<file path="config.mk">
export PLATFORM = sky130hd
export DESIGN_NAME = id_stage_pipe_flat
export DESIGN_NICKNAME = d
export VERILOG_FILES = /design/src/rtl/cpu_pkg.sv /design/src/rtl/id_stage_pipe_if.sv /design/src/rtl/id_regfile.sv /design/src/rtl/id_stage_pipe.sv /design/src/flat_wrapper.sv
export SDC_FILE = /design/constraint.sdc
export NUM_CORES = 1
export LEC_CHECK = 0
export BUFFER_PORTS_ARGS = -buffer_cell sky130_fd_sc_hd__buf_4
export CAP_MARGIN = 25
export CELL_PAD_IN_SITES_DETAIL_PLACEMENT = 0
export CELL_PAD_IN_SITES_GLOBAL_PLACEMENT = 1
export CORE_UTILIZATION = 45
export CTS_CLUSTER_DIAMETER = 150
export CTS_CLUSTER_SIZE = 40
export DETAILED_ROUTE_END_ITERATION = 12
export GPL_TIMING_DRIVEN = 1
export HOLD_SLACK_MARGIN = 0.05
export MAX_ROUTING_LAYER = met4
export PLACE_DENSITY_LB_ADDON = 0.25
export SYNTH_ARGS = -nofsm -noshare
export SYNTH_HDL_FRONTEND = slang
export SYNTH_SLANG_ARGS = --single-unit
</file>
<file path="constraint.sdc">
create_clock -name clk -period 4.31 [get_ports clk]
set_input_delay 0.862 -clock clk [delete_from_list [all_inputs] [get_ports clk]]
set_output_delay 0.862 -clock clk [all_outputs]
set_load 0.02 [all_outputs]
</file>
<file path="src/rtl/cpu_pkg.sv">
// Shared OpenCPU constants and field helpers for the 16-bit instruction encoding.
// Field positions live here so decode and EX agree on one definition.
package cpu_pkg;

    localparam int INST_WIDTH = 16;
    localparam int REG_AW     = 3;
    localparam int REG_NUM    = 8;

    localparam int RD_LSB        = 5;
    localparam int RS_LSB        = 8;
    localparam int IMM_LONG_LSB  = 8;
    localparam int IMM_LONG_W    = 8;
    localparam int IMM_SHORT_LSB = 11;
    localparam int IMM_SHORT_W   = 5;

    typedef logic [REG_AW-1:0]     reg_addr_t;
    typedef logic [INST_WIDTH-1:0] inst_t;

    function automatic reg_addr_t rd_field(inst_t i);
        return i[RD_LSB +: REG_AW];
    endfunction

    function automatic reg_addr_t rs_field(inst_t i);
        return i[RS_LSB +: REG_AW];
    endfunction

endpackage

</file>
<file path="src/rtl/id_stage_pipe_if.sv">
// Bundle of the IF-side handshake, write-back port and ID/EX outputs of id_stage_pipe.
// The stage uses the slave modport; the driver of IF/WB/EX uses master.
interface id_stage_pipe_if #(
    parameter int CPU_WIDTH = 16
) ();
    import cpu_pkg::*;

    logic                 in_valid;
    logic                 in_ready;
    inst_t                inst;
    logic                 imm_sel;
    logic                 flush;

    logic                 wb_we;
    reg_addr_t            wb_addr;
    logic [CPU_WIDTH-1:0] wb_data;

    logic                 out_valid;
    logic                 out_ready;
    reg_addr_t            out_rd_addr;
    reg_addr_t            out_rs_addr;
    logic [CPU_WIDTH-1:0] out_rd;
    logic [CPU_WIDTH-1:0] out_rs;
    logic [CPU_WIDTH-1:0] out_imm;
    inst_t                out_inst;

    modport slave (
        input  in_valid, inst, imm_sel, flush,
        input  wb_we, wb_addr, wb_data,
        input  out_ready,
        output in_ready,
        output out_valid, out_rd_addr, out_rs_addr, out_rd, out_rs, out_imm, out_inst
    );

    modport master (
        output in_valid, inst, imm_sel, flush,
        output wb_we, wb_addr, wb_data,
        output out_ready,
        input  in_ready,
        input  out_valid, out_rd_addr, out_rs_addr, out_rd, out_rs, out_imm, out_inst
    );

endinterface

</file>
<file path="src/rtl/id_regfile.sv">
// 8-entry register file, one write port and NUM_RD combinational read ports that
// forward same-cycle write-back data. Optional hardwired-zero r0.
module id_regfile
    import cpu_pkg::*;
#(
    parameter int CPU_WIDTH = 16,
    parameter bit R0_ZERO   = 1'b0,
    parameter int NUM_RD    = 2
) (
    input  logic                 clk,
    input  logic                 rst,
    input  logic                 we,
    input  reg_addr_t            waddr,
    input  logic [CPU_WIDTH-1:0] wdata,
    input  reg_addr_t            raddr [NUM_RD],
    output logic [CPU_WIDTH-1:0] rdata [NUM_RD],
    output logic                 wr_hit
);

    logic [CPU_WIDTH-1:0] mem_reg [REG_NUM];

    // A write to r0 is dropped entirely when r0 is hardwired, so it must not forward either.
    assign wr_hit = we && !(R0_ZERO && (waddr == '0));

    always_ff @(posedge clk) begin
        if (rst) begin
            for (int i = 0; i < REG_NUM; i++) begin
                mem_reg[i] <= '0;
            end
        end else if (wr_hit) begin
            mem_reg[waddr] <= wdata;
        end
    end

    generate
        for (genvar gi = 0; gi < NUM_RD; gi++) begin : g_rd
            always_comb begin
                rdata[gi] = mem_reg[raddr[gi]];
                if (R0_ZERO && (raddr[gi] == '0)) begin
                    rdata[gi] = '0;
                end else if (wr_hit && (waddr == raddr[gi])) begin
                    rdata[gi] = wdata;
                end
            end
        end
    endgenerate

endmodule

</file>
<file path="src/rtl/id_stage_pipe.sv">
// Pipelined decode stage: field extraction, immediate extension, bypassed register
// read and a valid/ready ID/EX register that refreshes its operands while stalled.
module id_stage_pipe
    import cpu_pkg::*;
#(
    parameter int CPU_WIDTH  = 16,
    parameter bit IMM_SIGNED = 1'b0,
    parameter bit R0_ZERO    = 1'b0
) (
    input  logic           clk,
    input  logic           rst,
    id_stage_pipe_if.slave bus
);

    reg_addr_t            rd_addr;
    reg_addr_t            rs_addr;
    reg_addr_t            rf_raddr [2];
    logic [CPU_WIDTH-1:0] rf_rdata [2];
    logic                 wb_hit;

    logic [CPU_WIDTH-1:0] imm_long;
    logic [CPU_WIDTH-1:0] imm_short;
    logic [CPU_WIDTH-1:0] imm_ext;
    logic                 ext_bit;

    logic                 in_ready;
    logic                 accept;

    logic                 out_valid_reg;
    reg_addr_t            out_rd_addr_reg;
    reg_addr_t            out_rs_addr_reg;
    logic [CPU_WIDTH-1:0] out_rd_reg;
    logic [CPU_WIDTH-1:0] out_rs_reg;
    logic [CPU_WIDTH-1:0] out_imm_reg;
    inst_t                out_inst_reg;

    assign rd_addr     = rd_field(bus.inst);
    assign rs_addr     = rs_field(bus.inst);
    assign rf_raddr[0] = rd_addr;
    assign rf_raddr[1] = rs_addr;

    id_regfile #(
        .CPU_WIDTH (CPU_WIDTH),
        .R0_ZERO   (R0_ZERO),
        .NUM_RD    (2)
    ) u_regfile (
        .clk    (clk),
        .rst    (rst),
        .we     (bus.wb_we),
        .waddr  (bus.wb_addr),
        .wdata  (bus.wb_data),
        .raddr  (rf_raddr),
        .rdata  (rf_rdata),
        .wr_hit (wb_hit)
    );

    // Both immediate forms end at inst[15], so one extension bit serves either width.
    assign ext_bit = IMM_SIGNED ? bus.inst[INST_WIDTH-1] : 1'b0;

    generate
        for (genvar gi = 0; gi < CPU_WIDTH; gi++) begin : g_imm
            if (gi < IMM_LONG_W) begin : g_long_field
                assign imm_long[gi] = bus.inst[IMM_LONG_LSB + gi];
            end else begin : g_long_ext
                assign imm_long[gi] = ext_bit;
            end
            if (gi < IMM_SHORT_W) begin : g_short_field
                assign imm_short[gi] = bus.inst[IMM_SHORT_LSB + gi];
            end else begin : g_short_ext
                assign imm_short[gi] = ext_bit;
            end
        end
    endgenerate

    assign imm_ext = bus.imm_sel ? imm_long : imm_short;

    // Ready is forced high in reset so upstream never sees a spurious stall.
    assign in_ready = rst || !out_valid_reg || bus.out_ready;
    assign accept   = bus.in_valid && in_ready;

    always_ff @(posedge clk) begin
        if (rst) begin
            out_valid_reg   <= 1'b0;
            out_rd_addr_reg <= '0;
            out_rs_addr_reg <= '0;
            out_rd_reg      <= '0;
            out_rs_reg      <= '0;
            out_imm_reg     <= '0;
            out_inst_reg    <= '0;
        end else if (bus.flush) begin
            out_valid_reg <= 1'b0;
        end else if (accept) begin
            out_valid_reg   <= 1'b1;
            out_rd_addr_reg <= rd_addr;
            out_rs_addr_reg <= rs_addr;
            out_rd_reg      <= rf_rdata[0];
            out_rs_reg      <= rf_rdata[1];
            out_imm_reg     <= imm_ext;
            out_inst_reg    <= bus.inst;
        end else if (bus.out_ready) begin
            out_valid_reg <= 1'b0;
        end else if (out_valid_reg && wb_hit) begin
            // Stalled: keep held operands coherent with late write-backs.
            if (bus.wb_addr == out_rd_addr_reg) begin
                out_rd_reg <= bus.wb_data;
            end
            if (bus.wb_addr == out_rs_addr_reg) begin
                out_rs_reg <= bus.wb_data;
            end
        end
    end

    assign bus.in_ready    = in_ready;
    assign bus.out_valid   = out_valid_reg;
    assign bus.out_rd_addr = out_rd_addr_reg;
    assign bus.out_rs_addr = out_rs_addr_reg;
    assign bus.out_rd      = out_rd_reg;
    assign bus.out_rs      = out_rs_reg;
    assign bus.out_imm     = out_imm_reg;
    assign bus.out_inst    = out_inst_reg;

endmodule

</file>
<file path="src/flat_wrapper.sv">
// flat-port wrapper written by rule: the top's interface ports become plain ports
module id_stage_pipe_flat import cpu_pkg::*;
#(
    parameter int CPU_WIDTH  = 16,
    parameter bit IMM_SIGNED = 1'b0,
    parameter bit R0_ZERO    = 1'b0
)
  (clk, rst, bus_in_valid, bus_inst, bus_imm_sel, bus_flush, bus_wb_we, bus_wb_addr, bus_wb_data, bus_out_ready, bus_in_ready, bus_out_valid, bus_out_rd_addr, bus_out_rs_addr, bus_out_rd, bus_out_rs, bus_out_imm, bus_out_inst);
  id_stage_pipe_if #(.CPU_WIDTH(CPU_WIDTH)) bus_i ();
  input  logic clk;
  input  logic rst;
  input wire logic [$bits(bus_i.in_valid)-1:0] bus_in_valid;
  input wire logic [$bits(bus_i.inst)-1:0] bus_inst;
  input wire logic [$bits(bus_i.imm_sel)-1:0] bus_imm_sel;
  input wire logic [$bits(bus_i.flush)-1:0] bus_flush;
  input wire logic [$bits(bus_i.wb_we)-1:0] bus_wb_we;
  input wire logic [$bits(bus_i.wb_addr)-1:0] bus_wb_addr;
  input wire logic [$bits(bus_i.wb_data)-1:0] bus_wb_data;
  input wire logic [$bits(bus_i.out_ready)-1:0] bus_out_ready;
  output wire logic [$bits(bus_i.in_ready)-1:0] bus_in_ready;
  output wire logic [$bits(bus_i.out_valid)-1:0] bus_out_valid;
  output wire logic [$bits(bus_i.out_rd_addr)-1:0] bus_out_rd_addr;
  output wire logic [$bits(bus_i.out_rs_addr)-1:0] bus_out_rs_addr;
  output wire logic [$bits(bus_i.out_rd)-1:0] bus_out_rd;
  output wire logic [$bits(bus_i.out_rs)-1:0] bus_out_rs;
  output wire logic [$bits(bus_i.out_imm)-1:0] bus_out_imm;
  output wire logic [$bits(bus_i.out_inst)-1:0] bus_out_inst;
  assign bus_i.in_valid = bus_in_valid;
  assign bus_i.inst = bus_inst;
  assign bus_i.imm_sel = bus_imm_sel;
  assign bus_i.flush = bus_flush;
  assign bus_i.wb_we = bus_wb_we;
  assign bus_i.wb_addr = bus_wb_addr;
  assign bus_i.wb_data = bus_wb_data;
  assign bus_i.out_ready = bus_out_ready;
  assign bus_in_ready = bus_i.in_ready;
  assign bus_out_valid = bus_i.out_valid;
  assign bus_out_rd_addr = bus_i.out_rd_addr;
  assign bus_out_rs_addr = bus_i.out_rs_addr;
  assign bus_out_rd = bus_i.out_rd;
  assign bus_out_rs = bus_i.out_rs;
  assign bus_out_imm = bus_i.out_imm;
  assign bus_out_inst = bus_i.out_inst;
  id_stage_pipe #(.CPU_WIDTH(CPU_WIDTH), .IMM_SIGNED(IMM_SIGNED), .R0_ZERO(R0_ZERO)) u_core (.clk(clk), .rst(rst), .bus(bus_i));
endmodule
</file>
==> impl_metrics.json <==
{
  "end_kind": "flop",
  "ctsResizeCount": 0,
  "fin_crit_sh": 0.660,
  "worst-path-stages": 6,
  "ys.flop_type": "edfxtp_1",
  "crit_chain": "buf_4 > inv_1 > nand3_1 > nor3_1 > buf_4 > or2_2",
  "routed_wl_um": 26100,
  "synth-seq-cells": 185,
  "cp-start-kind": "input pin",
  "wire_per_inst_um": 22.6,
  "core_um2": 21300,
  "rsz0062_at_grt": "false",
  "grt_max_degree": 56,
  "hold_viol": 0,
  "grt_pass1_wl_um": 39800,
  "r2r_start": "u_core.bus.out_valid$_SDFFE_PP0P_",
  "drtPass1Iterations": 8,
  "final_cells": 1157,
  "cp_slowest_stage_delay_ns": 0.51,
  "remaining_drc_errors": 0,
  "slowest_stage": "buf_4",
  "gp_congestion": 0.876,
  "synthToLayoutAreaGrowth_pct": 15.8,
  "antenna_found_initial": 0,
  "path_delay_family": "buffers and inverters",
  "drtAntennaViolNets": 0,
  "relSlewSlack": 0.487,
  "worstHoldStart": "u_core.bus.out_inst[15]$_SDFFE_PP0P_",
  "worst_ep_required_time_ns": 4.44,
  "placementRows": 53,
  "crit_top_cell": "buf_4",
  "cts_buffers": 17,
  "ir_drop_mv": 0.195,
  "path_max_fanout": 53,
  "grt_remaining_overflow": 0,
  "timing.final.crit_period_ns": 2.84,
  "power_density_nw_per_um2": 388,
  "start_util": 0.463,
  "hold_path_class": "reg -> reg",
  "largest_register_ffs": 128,
  "pre_cts_ws_ns": 1.02,
  "async_reset_ff_frac": 0,
  "ys_top_cells_by_area": "edfxtp_1 (39%), mux4_2 (15%), dfxtp_1 (12%)",
  "synth_cell_types": 36,
  "grt_usage": 0.249,
  "syn_inst": 811,
  "final_net_count": 911,
  "path_clk_slew_ns": 0.07,
  "hold_depth": 2,
  "ff2ff_path_depth": 4,
  "finalSetupTns_ns": 0,
  "synth_top_area_cell": "edfxtp_1",
  "cts_tree": "built",
  "h-tree-depth": 4,
  "clockBufferDepth": 2,
  "die_h_um": 150,
  "worstPathBufferInverterCount": 3,
  "netlist_area_um2": 9870,
  "via_count": 6965,
  "place_area_um2": 10700,
  "ios": 114,
  "yosys_warnings": 0,
  "yosysSeqAreaShare": 0.505,
  "r2r_slack_ns": 2.20,
  "syn_area_per_cell_um2": 12.2,
  "n_antenna_cell": 0,
  "setup_ws_ns": 1.47,
  "tightest_slew_ns": 0.770,
  "fmax_mhz": 352,
  "holdPathEnd": "u_core.bus.out_inst[15]$_SDFFE_PP0P_",
  "dp.cells": 1121,
  "cts_root_buffer": "clkbuf_16",
  "skew_ns": 0.0109,
  "drive_gt1_frac": 0.319,
  "status": "completed",
  "final_core_util": 0.537,
  "drv_cap": 0,
  "hpwl_um": 18100,
  "drt_iter0_drc": 551,
  "synth_edf_count": 128,
  "power.leakage_nw": 4.13,
  "post_cts_buffers": 0,
  "cts_sinks": 185,
  "dieArea_um2": 22500,
  "finalInstanceArea_um2": 11400,
  "grt_pass1_vias": 6866,
  "setup_violations": 0,
  "cp.arrival_ns": 2.97,
  "die_w_um": 150,
  "clkLatencyLatePin_ns": 0.44,
  "criticalPathCategory": "in -> reg",
  "drv_slew": 0,
  "ys_top_cells_by_count": "and2_1 (129), edfxtp_1 (128), mux4_2 (64)",
  "io_buffers": 105,
  "synth_top_area_frac": 0.390,
  "yosys.cell_count.top_type": "and2_1",
  "vias_per_cell": 6.02,
  "postCtsHoldBufs": 0,
  "r2r-end": "u_core.bus.out_rs[9]$_SDFFE_PP0P_"
}
[cells in the final DEF (no fill, tap or decap), drive strengths merged, types with 3 or more instances in the layout]
master and instances:
nand2 53, a21oi 52, clkinv 4, clkbuf 17
or2 4, xor2 12, nor2 11, nor3 27
inv 11, mux2 32, o21ai 6, a31oi 8
a311oi 24, bufinv 3, buf 135, mux4 64
and2 129, nand3 37, mux2i 5, conb 8
nor4 34, a211oi 5, dfxtp 57, edfxtp 128
o31ai 8
[worst min-delay path, stage by stage, from the launching register on]
cell	delay (ns)
dfxtp_1	0.31
nand2_1	0.05
a21oi_1	0.05
[layout make-up]
class | count | area (um2)
timing repair buffer | 135 | 1050
tap | 275 | 344
multi-input combinational | 527 | 4400
sequential | 185 | 4980
clock buffer | 17 | 425
clock inverter | 15 | 209
inverter | 3 | 11.3
fill | 1780 | 9860
[worst max-delay path by stage]
stage                          from                                       endpoint  slack [ns]
after floorplan           bus_wb_we   u_core.u_regfile.mem_reg[1][0]$_SDFFCE_PN0P_        1.35
final                           rst   u_core.u_regfile.mem_reg[4][7]$_SDFFCE_PN0P_        1.47
after detailed placement        rst   u_core.u_regfile.mem_reg[4][3]$_SDFFCE_PN0P_        1.02
after CTS                       rst   u_core.u_regfile.mem_reg[4][7]$_SDFFCE_PN0P_        1.47
after global placement          rst   u_core.u_regfile.mem_reg[4][0]$_SDFFCE_PN0P_        1.14
after global routing            rst  u_core.u_regfile.mem_reg[4][10]$_SDFFCE_PN0P_        1.32
[metrics by stage]
stage / power [mW] / hold WS, ns
after global routing: 4.59 / 0.479
after detailed placement: 2.77 / 0.447
after global placement: 2.76 / 0.442
after CTS: 4.44 / 0.457
final: 4.43 / 0.456
after floorplan: 2.55 / 0.530
[cell families after synthesis]
kind of cell / Yosys count / synth area share
AOI/OAI and AO/OA: 103 / 0.0733
xor gates and xnor gates: 12 / 0.0107
buffers and inverters: 106 / 0.0515
DFF: 185 / 0.505
muxes: 101 / 0.188
other: 1 / 0.000380
and+or+nand+nor: 303 / 0.171
[power breakdown]
part | switching (mW) | internal (mW)
clock | 0.741 | 0.941
combinational | 0.378 | 0.299
sequential | 0.0623 | 2.01
total | 1.18 | 3.25
[metal layers]
| metal | up-vias | share of wire | track usage |
|---|---|---|---|
| met2 | 362 | 0.48 | 0.400 |
| met4 | 0 | 0.017 | 0.0737 |
| met1 | 3429 | 0.42 | 0.320 |
| li1 | 3141 | - | - |
| met5 | - | 0 | - |
| met3 | 33 | 0.083 | 0.0494 |
No activity file was read; power rests on OpenSTA's default activity.
